`src/rtl/sys_cmd_frame_gen_if.sv`:
```
// Purpose: bundles the command handshake and the UART TX byte port of sys_cmd_frame_gen.
// Latency: none. This is wiring only.
// Backpressure: CMD_READY gates command acceptance, and TX_BUSY paces the byte stream.
// Ports: slave modport  = frame generator side (takes commands, drives the TX byte port)
//        master modport = host/transmitter side (issues commands, returns TX_BUSY)
interface sys_cmd_frame_gen_if #(
    parameter int DATA_WIDTH     = 8,
    parameter int ADDRESS_WIDTH  = 4,
    parameter int ALU_FUNC_WIDTH = 4
);
    logic                      CMD_VLD;
    logic [1:0]                CMD_TYPE;
    logic [ADDRESS_WIDTH-1:0]  CMD_ADDR;
    logic [DATA_WIDTH-1:0]     CMD_WR_D;
    logic [DATA_WIDTH-1:0]     CMD_OP_A;
    logic [DATA_WIDTH-1:0]     CMD_OP_B;
    logic [ALU_FUNC_WIDTH-1:0] CMD_ALU_FUNC;
    logic                      CMD_READY;
    logic                      TX_BUSY;
    logic [DATA_WIDTH-1:0]     TX_P_DATA;
    logic                      TX_DATA_VLD;
    logic                      FRAME_DONE;
    logic                      FRAME_ERR;

    modport slave (
        input  CMD_VLD, CMD_TYPE, CMD_ADDR, CMD_WR_D, CMD_OP_A, CMD_OP_B, CMD_ALU_FUNC, TX_BUSY,
        output CMD_READY, TX_P_DATA, TX_DATA_VLD, FRAME_DONE, FRAME_ERR
    );

    modport master (
        output CMD_VLD, CMD_TYPE, CMD_ADDR, CMD_WR_D, CMD_OP_A, CMD_OP_B, CMD_ALU_FUNC, TX_BUSY,
        input  CMD_READY, TX_P_DATA, TX_DATA_VLD, FRAME_DONE, FRAME_ERR
    );
endinterface

```
`src/rtl/sys_cmd_frame_gen.sv`:
```
// Purpose: encodes one host command into a UART command frame and issues it one byte at a time.
// Latency: the first TX_DATA_VLD comes one cycle after ISSUE entry (two edges after acceptance), with at least 2 idle cycles between bytes.
// Backpressure: accepts only in IDLE (CMD_READY), stalls while TX_BUSY is high, and aborts with FRAME_ERR if TX_BUSY never rises.
// Ports: CLK, RST (async active-low), bus (slave modport: CMD_* in, CMD_READY out, TX_BUSY in,
//        TX_P_DATA/TX_DATA_VLD out, FRAME_DONE/FRAME_ERR one-cycle status pulses out)
module sys_cmd_frame_gen #(
    parameter int DATA_WIDTH     = 8,
    parameter int ADDRESS_WIDTH  = 4,
    parameter int ALU_FUNC_WIDTH = 4,
    parameter int ACK_TIMEOUT    = 64
) (
    input  logic              CLK,
    input  logic              RST,
    sys_cmd_frame_gen_if.slave bus
);
    localparam int TMO_W = (ACK_TIMEOUT > 2) ? $clog2(ACK_TIMEOUT) : 1;
    localparam logic [TMO_W-1:0] TMO_LAST = TMO_W'(ACK_TIMEOUT - 1);

    localparam logic [DATA_WIDTH-1:0] HDR_RF_WR   = DATA_WIDTH'(8'hAA);
    localparam logic [DATA_WIDTH-1:0] HDR_RF_RD   = DATA_WIDTH'(8'hBB);
    localparam logic [DATA_WIDTH-1:0] HDR_ALU_OP  = DATA_WIDTH'(8'hCC);
    localparam logic [DATA_WIDTH-1:0] HDR_ALU_NOP = DATA_WIDTH'(8'hDD);

    typedef enum logic [1:0] {IDLE, ISSUE, WAIT_HI, WAIT_LO} state_t;

    state_t                    state_q, state_d;
    logic [1:0]                typ_q, typ_d;
    logic [ADDRESS_WIDTH-1:0]  addr_q, addr_d;
    logic [DATA_WIDTH-1:0]     wdat_q, wdat_d;
    logic [DATA_WIDTH-1:0]     op_a_q, op_a_d;
    logic [DATA_WIDTH-1:0]     op_b_q, op_b_d;
    logic [ALU_FUNC_WIDTH-1:0] func_q, func_d;
    logic [1:0]                len_m1_q, len_m1_d;
    logic [1:0]                idx_q, idx_d;
    logic [TMO_W-1:0]          tmo_q, tmo_d;
    logic [DATA_WIDTH-1:0]     tx_dat_q, tx_dat_d;
    logic                      tx_vld_q, tx_vld_d;
    logic                      done_q, done_d;
    logic                      err_q, err_d;
    logic [DATA_WIDTH-1:0]     cur_byte;

    // Index of the last byte in the frame, for each command type.
    function automatic logic [1:0] frame_last_idx(input logic [1:0] t);
        case (t)
            2'b00:   return 2'd2;
            2'b01:   return 2'd1;
            2'b10:   return 2'd3;
            default: return 2'd1;
        endcase
    endfunction

    // Byte at the current index, built from the latched fields.
    always_comb begin
        cur_byte = '0;
        case (typ_q)
            2'b00: begin
                if (idx_q == 2'd0)      cur_byte = HDR_RF_WR;
                else if (idx_q == 2'd1) cur_byte = DATA_WIDTH'(addr_q);
                else                    cur_byte = wdat_q;
            end
            2'b01: begin
                if (idx_q == 2'd0) cur_byte = HDR_RF_RD;
                else               cur_byte = DATA_WIDTH'(addr_q);
            end
            2'b10: begin
                if (idx_q == 2'd0)      cur_byte = HDR_ALU_OP;
                else if (idx_q == 2'd1) cur_byte = op_a_q;
                else if (idx_q == 2'd2) cur_byte = op_b_q;
                else                    cur_byte = DATA_WIDTH'(func_q);
            end
            default: begin
                if (idx_q == 2'd0) cur_byte = HDR_ALU_NOP;
                else               cur_byte = DATA_WIDTH'(func_q);
            end
        endcase
    end

    always_comb begin
        state_d  = state_q;
        typ_d    = typ_q;
        addr_d   = addr_q;
        wdat_d   = wdat_q;
        op_a_d   = op_a_q;
        op_b_d   = op_b_q;
        func_d   = func_q;
        len_m1_d = len_m1_q;
        idx_d    = idx_q;
        tmo_d    = tmo_q;
        tx_dat_d = tx_dat_q;
        tx_vld_d = 1'b0;
        done_d   = 1'b0;
        err_d    = 1'b0;

        case (state_q)
            IDLE: begin
                // CMD_READY is exactly "state is IDLE", so CMD_VLD alone is the handshake here.
                if (bus.CMD_VLD) begin
                    typ_d    = bus.CMD_TYPE;
                    addr_d   = bus.CMD_ADDR;
                    wdat_d   = bus.CMD_WR_D;
                    op_a_d   = bus.CMD_OP_A;
                    op_b_d   = bus.CMD_OP_B;
                    func_d   = bus.CMD_ALU_FUNC;
                    len_m1_d = frame_last_idx(bus.CMD_TYPE);
                    idx_d    = 2'd0;
                    state_d  = ISSUE;
                end
            end
            ISSUE: begin
                if (!bus.TX_BUSY) begin
                    tx_dat_d = cur_byte;
                    tx_vld_d = 1'b1;
                    tmo_d    = '0;
                    state_d  = WAIT_HI;
                end
            end
            WAIT_HI: begin
                // The transmitter must show busy to confirm it took the byte.
                if (bus.TX_BUSY) begin
                    state_d = WAIT_LO;
                end else if (tmo_q == TMO_LAST) begin
                    err_d   = 1'b1;
                    state_d = IDLE;
                end else begin
                    tmo_d = tmo_q + TMO_W'(1);
                end
            end
            WAIT_LO: begin
                if (!bus.TX_BUSY) begin
                    if (idx_q == len_m1_q) begin
                        done_d  = 1'b1;
                        state_d = IDLE;
                    end else begin
                        idx_d   = idx_q + 2'd1;
                        state_d = ISSUE;
                    end
                end
            end
            default: state_d = IDLE;
        endcase
    end

    always_ff @(posedge CLK or negedge RST) begin
        if (!RST) begin
            state_q  <= IDLE;
            typ_q    <= '0;
            addr_q   <= '0;
            wdat_q   <= '0;
            op_a_q   <= '0;
            op_b_q   <= '0;
            func_q   <= '0;
            len_m1_q <= '0;
            idx_q    <= '0;
            tmo_q    <= '0;
            tx_dat_q <= '0;
            tx_vld_q <= 1'b0;
            done_q   <= 1'b0;
            err_q    <= 1'b0;
        end else begin
            state_q  <= state_d;
            typ_q    <= typ_d;
            addr_q   <= addr_d;
            wdat_q   <= wdat_d;
            op_a_q   <= op_a_d;
            op_b_q   <= op_b_d;
            func_q   <= func_d;
            len_m1_q <= len_m1_d;
            idx_q    <= idx_d;
            tmo_q    <= tmo_d;
            tx_dat_q <= tx_dat_d;
            tx_vld_q <= tx_vld_d;
            done_q   <= done_d;
            err_q    <= err_d;
        end
    end

    assign bus.CMD_READY   = (state_q == IDLE);
    assign bus.TX_P_DATA   = tx_dat_q;
    assign bus.TX_DATA_VLD = tx_vld_q;
    assign bus.FRAME_DONE  = done_q;
    assign bus.FRAME_ERR   = err_q;
endmodule

```
`src/flat_wrapper.sv`:
```
// flat-port wrapper written by rule: the top's interface ports become plain ports
module sys_cmd_frame_gen_flat 
#(
    parameter int DATA_WIDTH     = 8,
    parameter int ADDRESS_WIDTH  = 4,
    parameter int ALU_FUNC_WIDTH = 4,
    parameter int ACK_TIMEOUT    = 64
)
  (CLK, RST, bus_CMD_VLD, bus_CMD_TYPE, bus_CMD_ADDR, bus_CMD_WR_D, bus_CMD_OP_A, bus_CMD_OP_B, bus_CMD_ALU_FUNC, bus_TX_BUSY, bus_CMD_READY, bus_TX_P_DATA, bus_TX_DATA_VLD, bus_FRAME_DONE, bus_FRAME_ERR);
  sys_cmd_frame_gen_if #(.DATA_WIDTH(DATA_WIDTH), .ADDRESS_WIDTH(ADDRESS_WIDTH), .ALU_FUNC_WIDTH(ALU_FUNC_WIDTH)) bus_i ();
  input  logic CLK;
  input  logic RST;
  input wire logic [$bits(bus_i.CMD_VLD)-1:0] bus_CMD_VLD;
  input wire logic [$bits(bus_i.CMD_TYPE)-1:0] bus_CMD_TYPE;
  input wire logic [$bits(bus_i.CMD_ADDR)-1:0] bus_CMD_ADDR;
  input wire logic [$bits(bus_i.CMD_WR_D)-1:0] bus_CMD_WR_D;
  input wire logic [$bits(bus_i.CMD_OP_A)-1:0] bus_CMD_OP_A;
  input wire logic [$bits(bus_i.CMD_OP_B)-1:0] bus_CMD_OP_B;
  input wire logic [$bits(bus_i.CMD_ALU_FUNC)-1:0] bus_CMD_ALU_FUNC;
  input wire logic [$bits(bus_i.TX_BUSY)-1:0] bus_TX_BUSY;
  output wire logic [$bits(bus_i.CMD_READY)-1:0] bus_CMD_READY;
  output wire logic [$bits(bus_i.TX_P_DATA)-1:0] bus_TX_P_DATA;
  output wire logic [$bits(bus_i.TX_DATA_VLD)-1:0] bus_TX_DATA_VLD;
  output wire logic [$bits(bus_i.FRAME_DONE)-1:0] bus_FRAME_DONE;
  output wire logic [$bits(bus_i.FRAME_ERR)-1:0] bus_FRAME_ERR;
  assign bus_i.CMD_VLD = bus_CMD_VLD;
  assign bus_i.CMD_TYPE = bus_CMD_TYPE;
  assign bus_i.CMD_ADDR = bus_CMD_ADDR;
  assign bus_i.CMD_WR_D = bus_CMD_WR_D;
  assign bus_i.CMD_OP_A = bus_CMD_OP_A;
  assign bus_i.CMD_OP_B = bus_CMD_OP_B;
  assign bus_i.CMD_ALU_FUNC = bus_CMD_ALU_FUNC;
  assign bus_i.TX_BUSY = bus_TX_BUSY;
  assign bus_CMD_READY = bus_i.CMD_READY;
  assign bus_TX_P_DATA = bus_i.TX_P_DATA;
  assign bus_TX_DATA_VLD = bus_i.TX_DATA_VLD;
  assign bus_FRAME_DONE = bus_i.FRAME_DONE;
  assign bus_FRAME_ERR = bus_i.FRAME_ERR;
  sys_cmd_frame_gen #(.DATA_WIDTH(DATA_WIDTH), .ADDRESS_WIDTH(ADDRESS_WIDTH), .ALU_FUNC_WIDTH(ALU_FUNC_WIDTH), .ACK_TIMEOUT(ACK_TIMEOUT)) u_core (.CLK(CLK), .RST(RST), .bus(bus_i));
endmodule
```
`config.mk`:
```
export PLATFORM = sky130hd
export DESIGN_NAME = sys_cmd_frame_gen_flat
export DESIGN_NICKNAME = d
export VERILOG_FILES = /design/src/rtl/sys_cmd_frame_gen_if.sv /design/src/rtl/sys_cmd_frame_gen.sv /design/src/flat_wrapper.sv
export SDC_FILE = /design/constraint.sdc
export NUM_CORES = 1
export LEC_CHECK = 0
export CORE_MARGIN = 10
export CORE_UTILIZATION = 50
export CTS_CLUSTER_SIZE = 40
export DETAILED_ROUTE_END_ITERATION = 10
export GPL_TIMING_DRIVEN = 1
export HOLD_SLACK_MARGIN = 0.08
export PLACE_DENSITY_LB_ADDON = 0.12
export SETUP_SLACK_MARGIN = 0.3
export SLEW_MARGIN = 10
export SYNTH_ARGS = -nofsm -noshare
export SYNTH_HDL_FRONTEND = slang
export SYNTH_SLANG_ARGS = --single-unit
```
`constraint.sdc`:
```
create_clock -name CLK -period 2.3 [get_ports CLK]
set_input_delay 0.23 -clock CLK [delete_from_list [all_inputs] [get_ports CLK]]
set_output_delay 0.23 -clock CLK [all_outputs]
set_load 0.02 [all_outputs]
```
== After elaboration in Yosys (flattened, before gate mapping) ==
Index checks and enable logic that the tools add are counted.
Word-level totals
  register bits after elaboration: 57
  input port bits: 38
  output and inout port bits: 12
  logic and storage cells: 77
Cells by class
  $add $sub $neg: 2
  eq/ne operators: 17
  mux-type cells: 32
  bitwise operators: 1
  reduce and logical (&&, ||, !) cells: 11
Operator list (number)
  2-to-1 mux 8 bit: 7
  case mux 8 bit (3 select lines): 1
  2-to-1 mux 6 bit: 3
  2-to-1 mux 2 bit: 8
  != test 2 bit, second input constant: 6
  case mux 6 bit (2 select lines): 1
  AND reduction 4 bit: 3
  equality test 2 bit, second input constant: 5
  2-to-1 mux 1 bit: 9
  logical NOT 2 bit: 4
  case mux 2 bit (2 select lines): 2
  case mux 2 bit (4 select lines): 1
  adder 6 x 1 -> 6 bit, second input constant: 1
  equality test 2 x 1 -> 1 bit, second input constant: 3
  equality test 6 bit, second input constant: 1
  AND reduction 2 bit: 2
  nonzero test 2 bit: 2
  != test 3 x 2 -> 1 bit, second input constant: 1
  adder 2 x 1 -> 2 bit, second input constant: 1
  equality test 2 bit: 1
  inverter 1 bit: 1

== Logic depth before layout (Yosys ltp) ==
Gate-level depths: netlist of run 1.
  depth after elaboration: 5
  mapped depth: 8
  gate-level depth less buffers: 6

== Least setup slack after synthesis of run 1 ==
Ideal clock, no wire load.
  path type: register to register
  from: reg u_core.idx_q[1]
  to: reg u_core.tx_dat_q[4], in the netlist u_core.bus.TX_P_DATA[4]
  library setup time: 0.077 ns
  data arrival time: 1.588 ns
  required time: 2.223 ns
  setup slack: 0.635 ns
  stages on the path, launching flop included: 7
  buffers on the path: 0
  clock period less this slack: 1.665 ns
  cell sequence: dfrtp_1 > inv_1 > ha_1 > and2b_1 > a221oi_1 > or4_1 > a21oi_1
Between the ends
  longest elaborated chain between the ends: 5
  elaborated cells between the ends (all ways): 11
  those cells by class: eq/ne (2); mux (8); reduce/logical (1)
Ends and longest elaborated chain
  start: declaration: RTL line sys_cmd_frame_gen.sv:34  | logic [1:0] idx_q, idx_d;
  start signal: assignment: RTL line sys_cmd_frame_gen.sv:168  | idx_q <= idx_d;
  equality test 2 bit: RTL line sys_cmd_frame_gen.sv:68  | else if (idx_q == 2'd2) cur_byte = op_b_q;
  2-to-1 mux 8 bit: RTL line sys_cmd_frame_gen.sv:68
  2-to-1 mux 8 bit: RTL line sys_cmd_frame_gen.sv:67  | else if (idx_q == 2'd1) cur_byte = op_a_q;
  2-to-1 mux 8 bit: RTL line sys_cmd_frame_gen.sv:66  | if (idx_q == 2'd0) cur_byte = HDR_ALU_OP;
  case mux 8 bit (3 select lines) (*): RTL line sys_cmd_frame_gen.sv:55  | case (typ_q)
  end signal: assignment: RTL line sys_cmd_frame_gen.sv:170  | tx_dat_q <= tx_dat_d;
  end: declaration: RTL line sys_cmd_frame_gen.sv:36  | logic [DATA_WIDTH-1:0] tx_dat_q, tx_dat_d;
Every way passes the cells marked *; elsewhere a longest branch is shown, timed or not.
A chain may end at the register's enable or synchronous reset.

== Worst setup path after layout of run 1 ==
Ends and elaborated chain as after synthesis.

==> run_summary.xml, run 1 <==
<?xml version="1.0" encoding="UTF-8"?>
<metrics>
  <group name="worst_setup_path">
    <metric name="reg_to_reg_startpoint" unit="">u_core.idx_q[1]$_DFFE_PN0P_</metric>
    <metric name="reg2reg_to" unit="">u_core.bus.TX_P_DATA[4]$_DFFE_PN0P_</metric>
    <metric name="register_to_register_path_setup_slack" unit="ns">0.42</metric>
    <metric name="crit_path_max_fanout" unit="">16</metric>
    <metric name="worst_setup_path_end_kind" unit="">register</metric>
    <metric name="endpoint" unit="">u_core.bus.TX_P_DATA[4]$_DFFE_PN0P_</metric>
    <metric name="cp_data_required_time" unit="ns">2.56</metric>
    <metric name="timing_worst_setup_path_type" unit="">reg2reg</metric>
    <metric name="startpoint_type" unit="">register</metric>
    <metric name="cp_arrival" unit="ns">2.14</metric>
    <metric name="worst-r2r-cell-count" unit="">6</metric>
    <metric name="worstSetupStartpoint" unit="">u_core.idx_q[1]$_DFFE_PN0P_</metric>
  </group>
  <group name="clock_network">
    <metric name="cts-buffers-inserted" unit="">9</metric>
    <metric name="clock_tree_from_tritoncts" unit="">built</metric>
    <metric name="clock-root-buffer" unit="">sky130_fd_sc_hd__clkbuf_8</metric>
    <metric name="clock-sinks" unit="">57</metric>
    <metric name="clock_tree.buffer_depth" unit="">2</metric>
    <metric name="htree_levels" unit="">3</metric>
    <metric name="clk_pin_slew_worst_paths" unit="ns">0.07</metric>
    <metric name="clock_insertion_delay_worst_skew" unit="ns">0.33</metric>
  </group>
  <group name="grt">
    <metric name="grt_pass1_wl" unit="µm">10800</metric>
    <metric name="via_count_of_the_first_global_routing_pass" unit="">2304</metric>
    <metric name="antenna_found_initial" unit="">0</metric>
    <metric name="grt-busiest-layer" unit="">met2</metric>
    <metric name="grt.met3_usage" unit="">0.0412</metric>
    <metric name="gr-total-overflow" unit="">0</metric>
    <metric name="grt_util_met1" unit="">0.202</metric>
    <metric name="gr-usage-all-layers" unit="">0.152</metric>
    <metric name="groute.layer.met2.usage" unit="">0.228</metric>
    <metric name="grt_start_max_net_pins" unit="">38</metric>
  </group>
  <group name="placed_design">
    <metric name="final_weighted_congestion_in_routability_driven_placement" unit="">0.851</metric>
    <metric name="place_ws" unit="ns">0.335</metric>
    <metric name="post-place-cells" unit="">430</metric>
    <metric name="hpwlAfterDp" unit="µm">4780</metric>
    <metric name="numPortBuffers" unit="">49</metric>
  </group>
  <group name="synth">
    <metric name="count_of_state_elements_after_synthesis" unit="">57</metric>
    <metric name="synth_top_area_share" unit="">0.509</metric>
    <metric name="yosys.cell_count.top_type" unit="">sky130_fd_sc_hd__nand2_1</metric>
    <metric name="async_flop_share" unit="">1.00</metric>
    <metric name="most_instantiated_flip_flop_cell_in_the_synthesis_netlist" unit="">sky130_fd_sc_hd__dfrtp_1</metric>
    <metric name="synth_nets" unit="">364</metric>
    <metric name="sequential_cell_area_fraction_in_the_yosys_report" unit="">0.509</metric>
    <metric name="largest_cells_by_area_after_synthesis" unit="">sky130_fd_sc_hd__dfrtp_1 (51%), sky130_fd_sc_hd__nand2_1 (15%), sky130_fd_sc_hd__a21oi_1 (2.7%)</metric>
    <metric name="number_of_enable_type_register_cells_in_the_synthesized_netlist" unit="">0</metric>
    <metric name="muxShareOfSynthArea" unit="">0.0223</metric>
    <metric name="synth-adder-area-share" unit="">0.0179</metric>
    <metric name="synth-warning-count" unit="">0</metric>
    <metric name="synth_xor_area_frac" unit="">0.00938</metric>
    <metric name="post_synth_instance_area" unit="µm²">2800</metric>
    <metric name="synthesis.instances" unit="">322</metric>
    <metric name="synth_compound_gate_area_share" unit="">0.132</metric>
    <metric name="synth_top_family_by_area" unit="">simple AND/OR/NAND/NOR gates</metric>
    <metric name="netlist-cell-type-count" unit="">47</metric>
    <metric name="commonest_cells_in_the_synthesized_netlist" unit="">sky130_fd_sc_hd__nand2_1 (113), sky130_fd_sc_hd__dfrtp_1 (57), sky130_fd_sc_hd__nor2_1 (20)</metric>
    <metric name="post_synth.cell_area_avg" unit="µm²">8.70</metric>
    <metric name="synthSimpleGateAreaFrac" unit="">0.267</metric>
    <metric name="synth_largest_area_cell" unit="">sky130_fd_sc_hd__dfrtp_1</metric>
  </group>
  <group name="drt">
    <metric name="routed-via-count" unit="">2381</metric>
    <metric name="drt-pass1-iter-count" unit="">4</metric>
    <metric name="routed_wirelength" unit="µm">6500</metric>
    <metric name="detail_route.vias_per_cell" unit="">5.33</metric>
    <metric name="route.detailed.drc" unit="">0</metric>
    <metric name="drt-wirelength-per-cell" unit="µm">14.5</metric>
    <metric name="ant_nets" unit="">0</metric>
    <metric name="detail_route.iter0.violations" unit="">187</metric>
  </group>
  <group name="timing">
    <metric name="drv_slew" unit="">0</metric>
    <metric name="max_slew.worst_pin.slew" unit="ns">0.674</metric>
    <metric name="slew_headroom" unit="">0.551</metric>
    <metric name="timing.setup.tns" unit="ns">0</metric>
    <metric name="maxClockFrequency" unit="MHz">531</metric>
    <metric name="rsz0062_at_grt" unit="">false</metric>
    <metric name="setup-violations-final" unit="">0</metric>
    <metric name="final.period_utilization" unit="">0.819</metric>
    <metric name="finalWorstPathRequiredPeriod" unit="ns">1.88</metric>
    <metric name="fin_skew" unit="ns">0.00852</metric>
    <metric name="finalWorstSetupSlack" unit="ns">0.416</metric>
    <metric name="hold_violations" unit="">0</metric>
  </group>
  <group name="pwr">
    <metric name="post-layout-total-power" unit="mW">4.49</metric>
    <metric name="power_leakage" unit="nW">1.67</metric>
    <metric name="vdd_drop_max" unit="mV">0.534</metric>
    <metric name="p_per_area" unit="nW/µm²">1260</metric>
  </group>
  <group name="floorplan">
    <metric name="chipHeight" unit="µm">94.9</metric>
    <metric name="io_pins" unit="">50</metric>
    <metric name="fp.coreArea" unit="µm²">5470</metric>
    <metric name="die-area" unit="µm²">9000</metric>
    <metric name="initial_utilization" unit="">0.512</metric>
    <metric name="fp-row-count" unit="">27</metric>
    <metric name="die_width" unit="µm">94.9</metric>
  </group>
  <group name="cells_and_area">
    <metric name="post_route_cells_drive_above_1_share" unit="">0.0827</metric>
    <metric name="final_cells" unit="">447</metric>
    <metric name="num-nets-final" unit="">412</metric>
    <metric name="insertedDiodeCount" unit="">0</metric>
    <metric name="area_growth" unit="%">27.1</metric>
  </group>
  <group name="run_status">
    <metric name="status" unit="">completed</metric>
  </group>
  <group name="flow_run">
    <metric name="max_cap_check_violation_count" unit="">0</metric>
  </group>
  <group name="worst_hold_path">
    <metric name="worst_hold_class" unit="">in2reg</metric>
  </group>
</metrics>
kinds of logic (layout without fill, tap and decap cells):
family	count (synthesis)	in the layout
AO/OA/AOI/OAI	57	57
adder cells (fa/ha/maj)	4	4
multiplexers	6	6
AND/OR/NAND/NOR	170	170
buffers and inverters	25	78
XOR/XNOR	3	3
flip-flops	57	57
cell type report:
| cell class | count | area, µm² |
|---|---|---|
| fillers | 483 | 1910 |
| well taps | 72 | 90.1 |
| clock buffers | 11 | 151 |
| clock inverters | 5 | 53.8 |
| multi-input cells | 240 | 1260 |
| flip-flops and latches | 57 | 1430 |
| inverters | 6 | 22.5 |
| repair buffers | 56 | 552 |
timing repair:
action | CTS | global route
hold endpoints to repair | 29 | 0
setup buffers | 0 | 0
hold buffers | 1 | 0
setup endpoints to repair | 1 | 5
resized for setup | 2 | 2
metal layers:
layer / share of wire / wire [µm]
met5: 0 / 0
met4: 0.014 / 91
met3: 0.069 / 446
met2: 0.45 / 2950
met1: 0.46 / 3010
critical path, stage by stage (launching register included):
cell and delay, ns:
sky130_fd_sc_hd__dfrtp_1 0.45, sky130_fd_sc_hd__inv_1 0.12, sky130_fd_sc_hd__ha_2 0.28, sky130_fd_sc_hd__and2b_1 0.27, sky130_fd_sc_hd__a221oi_1 0.09, sky130_fd_sc_hd__or4_1 0.47, sky130_fd_sc_hd__a21oi_1 0.13
metrics by stage:
step                cell area [µm²]  hold slack [ns]   util
floorplan                      2800          -0.0656      -
global placement               3340            0.307  0.610
detailed placement             3340            0.307  0.610
CTS                            3560            0.412  0.650
global route                   3560            0.427  0.651
finish                         3560            0.421  0.651
sequential cells by signal, indices dropped and copies added (netlist names):
| name | count |
|---|---|
| u_core.idx_q | 2 |
| u_core.wdat_q | 8 |
| u_core.bus.TX_DATA_VLD | 1 |
| u_core.bus.FRAME_ERR | 1 |
| u_core.op_b_q | 8 |
| u_core.addr_q | 4 |
| u_core.func_q | 4 |
| u_core.op_a_q | 8 |
| u_core.typ_q | 2 |
| u_core.len_m1_q | 2 |
| u_core.tmo_q | 6 |
| u_core.state_q | 2 |
| u_core.bus.FRAME_DONE | 1 |
| u_core.bus.TX_P_DATA | 8 |
how the worst min path moves through the flow:
stage          cells past startpoint                              to                start
3_5_place_dp                       1  u_core.bus.FRAME_ERR$_DFF_PN0_                  RST
3_3_place_gp                       1  u_core.bus.FRAME_ERR$_DFF_PN0_                  RST
4_1_cts                            3    u_core.op_a_q[3]$_DFFE_PN0P_      bus_CMD_OP_A[3]
5_1_grt                            3    u_core.func_q[1]$_DFFE_PN0P_  bus_CMD_ALU_FUNC[1]
6_report                           3    u_core.op_a_q[3]$_DFFE_PN0P_      bus_CMD_OP_A[3]
2_1_floorplan                      0    u_core.addr_q[0]$_DFFE_PN0P_                  RST
power by group:
group | total, mW | internal, mW | switching (mW)
combinational | 1.73 | 0.766 | 0.966
clock | 0.951 | 0.555 | 0.396
sequential | 1.80 | 1.42 | 0.384
total | 4.49 | 2.74 | 1.75
layout by cell type (no fill, tap or decap), drive strengths merged, types with 6 or more instances in the layout:
cell type / count
clkdlybuf4s50: 47
a31oi: 6
o21ai: 13
a21oi: 15
inv: 6
nor2: 20
dfrtp: 57
clkbuf: 11
buf: 7
nand2: 113
nor2b: 6
(Power assumes the default switching activity.)
==> run 2, diff against run 1 <==
CORE_UTILIZATION = 47   (was 50)
clock period = 1.7 ns   (was 2.3 ns; I/O delays follow)
==> run_summary.xml, run 2 (synthesis gave the netlist of run 1 again) <==
<?xml version="1.0" encoding="UTF-8"?>
<metrics>
  <group name="run_status">
    <metric name="status" unit="">completed</metric>
  </group>
  <group name="floorplan">
    <metric name="die_width" unit="µm">97.2</metric>
    <metric name="die-area" unit="µm²">9450</metric>
    <metric name="chipHeight" unit="µm">97.2</metric>
    <metric name="fp-row-count" unit="">28</metric>
    <metric name="fp.coreArea" unit="µm²">5850</metric>
    <metric name="io_pins" unit="">50</metric>
    <metric name="initial_utilization" unit="">0.479</metric>
  </group>
  <group name="clock_network">
    <metric name="clock_tree.buffer_depth" unit="">2</metric>
    <metric name="clk_pin_slew_worst_paths" unit="ns">0.06</metric>
    <metric name="clock-sinks" unit="">57</metric>
    <metric name="clock_tree_from_tritoncts" unit="">built</metric>
    <metric name="htree_levels" unit="">3</metric>
    <metric name="clock-root-buffer" unit="">sky130_fd_sc_hd__clkbuf_8</metric>
    <metric name="cts-buffers-inserted" unit="">9</metric>
    <metric name="clock_insertion_delay_worst_skew" unit="ns">0.35</metric>
  </group>
  <group name="timing">
    <metric name="final.hold.worst_slack" unit="ns">0.343</metric>
    <metric name="timing.setup.tns" unit="ns">0</metric>
    <metric name="slew_headroom" unit="">0.640</metric>
    <metric name="drv_slew" unit="">0</metric>
    <metric name="finalWorstPathRequiredPeriod" unit="ns">1.63</metric>
    <metric name="max_slew.worst_pin.slew" unit="ns">0.541</metric>
    <metric name="rsz0062_at_grt" unit="">true</metric>
    <metric name="setup-violations-final" unit="">0</metric>
    <metric name="fin_skew" unit="ns">0.00369</metric>
    <metric name="final.period_utilization" unit="">0.958</metric>
    <metric name="hold_violations" unit="">0</metric>
    <metric name="maxClockFrequency" unit="MHz">614</metric>
  </group>
  <group name="placed_design">
    <metric name="numPortBuffers" unit="">49</metric>
    <metric name="post-place-cells" unit="">443</metric>
    <metric name="placed_area" unit="µm²">3460</metric>
    <metric name="hpwlAfterDp" unit="µm">4990</metric>
    <metric name="final_weighted_congestion_in_routability_driven_placement" unit="">0.860</metric>
  </group>
  <group name="cells_and_area">
    <metric name="most_frequent_cells_in_the_layout" unit="">sky130_fd_sc_hd__nand2_1 (111), sky130_fd_sc_hd__dfrtp_1 (52), sky130_fd_sc_hd__clkdlybuf4s50_1 (37)</metric>
    <metric name="insertedDiodeCount" unit="">0</metric>
    <metric name="post_route_cells_drive_above_1_share" unit="">0.237</metric>
    <metric name="layout_commonest_cell" unit="">sky130_fd_sc_hd__nand2_1</metric>
    <metric name="num-nets-final" unit="">438</metric>
    <metric name="area_growth" unit="%">42.6</metric>
    <metric name="final_cells" unit="">476</metric>
    <metric name="post-route-cell-area" unit="µm²">3990</metric>
  </group>
  <group name="worst_setup_path">
    <metric name="crit_path_top_delay_cell" unit="">sky130_fd_sc_hd__dfrtp_2</metric>
    <metric name="startpoint_type" unit="">register</metric>
    <metric name="delay_of_the_slowest_cell_on_the_worst_path" unit="ns">0.44</metric>
    <metric name="timing_worst_setup_path_type" unit="">reg2reg</metric>
    <metric name="worst-path-buf-inv" unit="">1</metric>
    <metric name="top_family_by_delay_on_critical_path" unit="">compound AO/OA/AOI/OAI gates</metric>
    <metric name="crit_path_max_fanout" unit="">8</metric>
    <metric name="cp_cell_sequence" unit="">inv_4 &gt; ha_4 &gt; and2b_2 &gt; a22o_1 &gt; a221oi_2 &gt; o21ai_1</metric>
    <metric name="worst_setup_path_end_kind" unit="">register</metric>
    <metric name="cp_arrival" unit="ns">1.86</metric>
    <metric name="cp_data_required_time" unit="ns">1.93</metric>
  </group>
  <group name="drt">
    <metric name="detail_route.vias_per_cell" unit="">5.32</metric>
    <metric name="routed-via-count" unit="">2531</metric>
    <metric name="detail_route.iter0.violations" unit="">127</metric>
    <metric name="drt-wirelength-per-cell" unit="µm">15.3</metric>
    <metric name="route.detailed.drc" unit="">0</metric>
    <metric name="drt-pass1-iter-count" unit="">4</metric>
    <metric name="routed_wirelength" unit="µm">7290</metric>
    <metric name="ant_nets" unit="">0</metric>
  </group>
  <group name="grt">
    <metric name="antenna_found_initial" unit="">0</metric>
    <metric name="via_count_of_the_first_global_routing_pass" unit="">2523</metric>
    <metric name="grt_start_max_net_pins" unit="">58</metric>
    <metric name="gr-usage-all-layers" unit="">0.154</metric>
    <metric name="gr-total-overflow" unit="">0</metric>
    <metric name="grt_pass1_wl" unit="µm">12200</metric>
  </group>
  <group name="flow_run">
    <metric name="max_cap_check_violation_count" unit="">0</metric>
  </group>
  <group name="pwr">
    <metric name="p_per_area" unit="nW/µm²">1720</metric>
    <metric name="vdd_drop_max" unit="mV">0.924</metric>
    <metric name="power_leakage" unit="nW">1.89</metric>
    <metric name="post-layout-total-power" unit="mW">6.87</metric>
  </group>
  <group name="worst_hold_path">
    <metric name="worst_hold_class" unit="">in2async</metric>
  </group>
</metrics>
## run 2: repair_timing
action | CTS | global route
hold buffers | 1 | 0
endpoints found under the hold margin | 57 | 0
endpoints found under the setup margin | 63 | 20
pin swaps | 16 | 7
setup buffers | 10 | 6
resized for setup | 39 | 27
## run 2: cell type report
cell class              count  area, µm²
well taps                  75       93.8
multi-input cells         240       1490
inverters                   6       25.0
flip-flops and latches     57       1430
fillers                   482       1860
repair buffers             82        762
clock buffers              14        183
clock inverters             2       10.0
## run 2: worst min-delay path, cell delays in order
cell                            delay, ns
sky130_fd_sc_hd__dlygate4sd3_1       0.52
sky130_fd_sc_hd__buf_2               0.12
sky130_fd_sc_hd__buf_12              0.27
## run 2: report_power, final
part | internal (mW) | switching (mW) | total (mW)
Sequential | 1.93 | 0.548 | 2.48
Clock | 0.683 | 0.517 | 1.20
Combinational | 1.54 | 1.65 | 3.20
## run 2: through the flow
stage / setup WS (ns) / utilization
floorplan: 0.0679 / -
global route: -0.00566 / 0.683
global placement: 0.0632 / 0.592
detailed placement: -0.0194 / 0.592
finish: 0.0712 / 0.683
CTS: 0.105 / 0.655
## run 2: path summary, 6_finish.rpt
check	startpoint	depth (start not counted)	endpoint	slack (ns)
worst max-delay path	u_core.idx_q[1]$_DFFE_PN0P_	6	u_core.bus.TX_P_DATA[6]$_DFFE_PN0P_	0.07
worst min-delay path	RST	3	u_core.bus.FRAME_ERR$_DFF_PN0_	0.34
worst max register to register	u_core.idx_q[1]$_DFFE_PN0P_	6	u_core.bus.TX_P_DATA[6]$_DFFE_PN0P_	0.07
worst min register to register	u_core.addr_q[1]$_DFFE_PN0P_	2	u_core.addr_q[1]$_DFFE_PN0P_	0.48
max in group asynchronous	RST	3	u_core.state_q[0]$_DFFE_PN0P_	1.07
min in group CLK	bus_CMD_WR_D[2]	3	u_core.wdat_q[2]$_DFFE_PN0P_	0.35
## run 2: routing by layer
layer / part of all wire / GRT usage / routed length (µm) / up-vias
li1: - / - / - / 1238
met1: 0.47 / 0.196 / 3400 / 1215
met2: 0.46 / 0.236 / 3370 / 64
met3: 0.052 / 0.0469 / 377 / 14
met4: 0.019 / 0.0681 / 140 / 0
met5: 0 / 0 / 0 / -
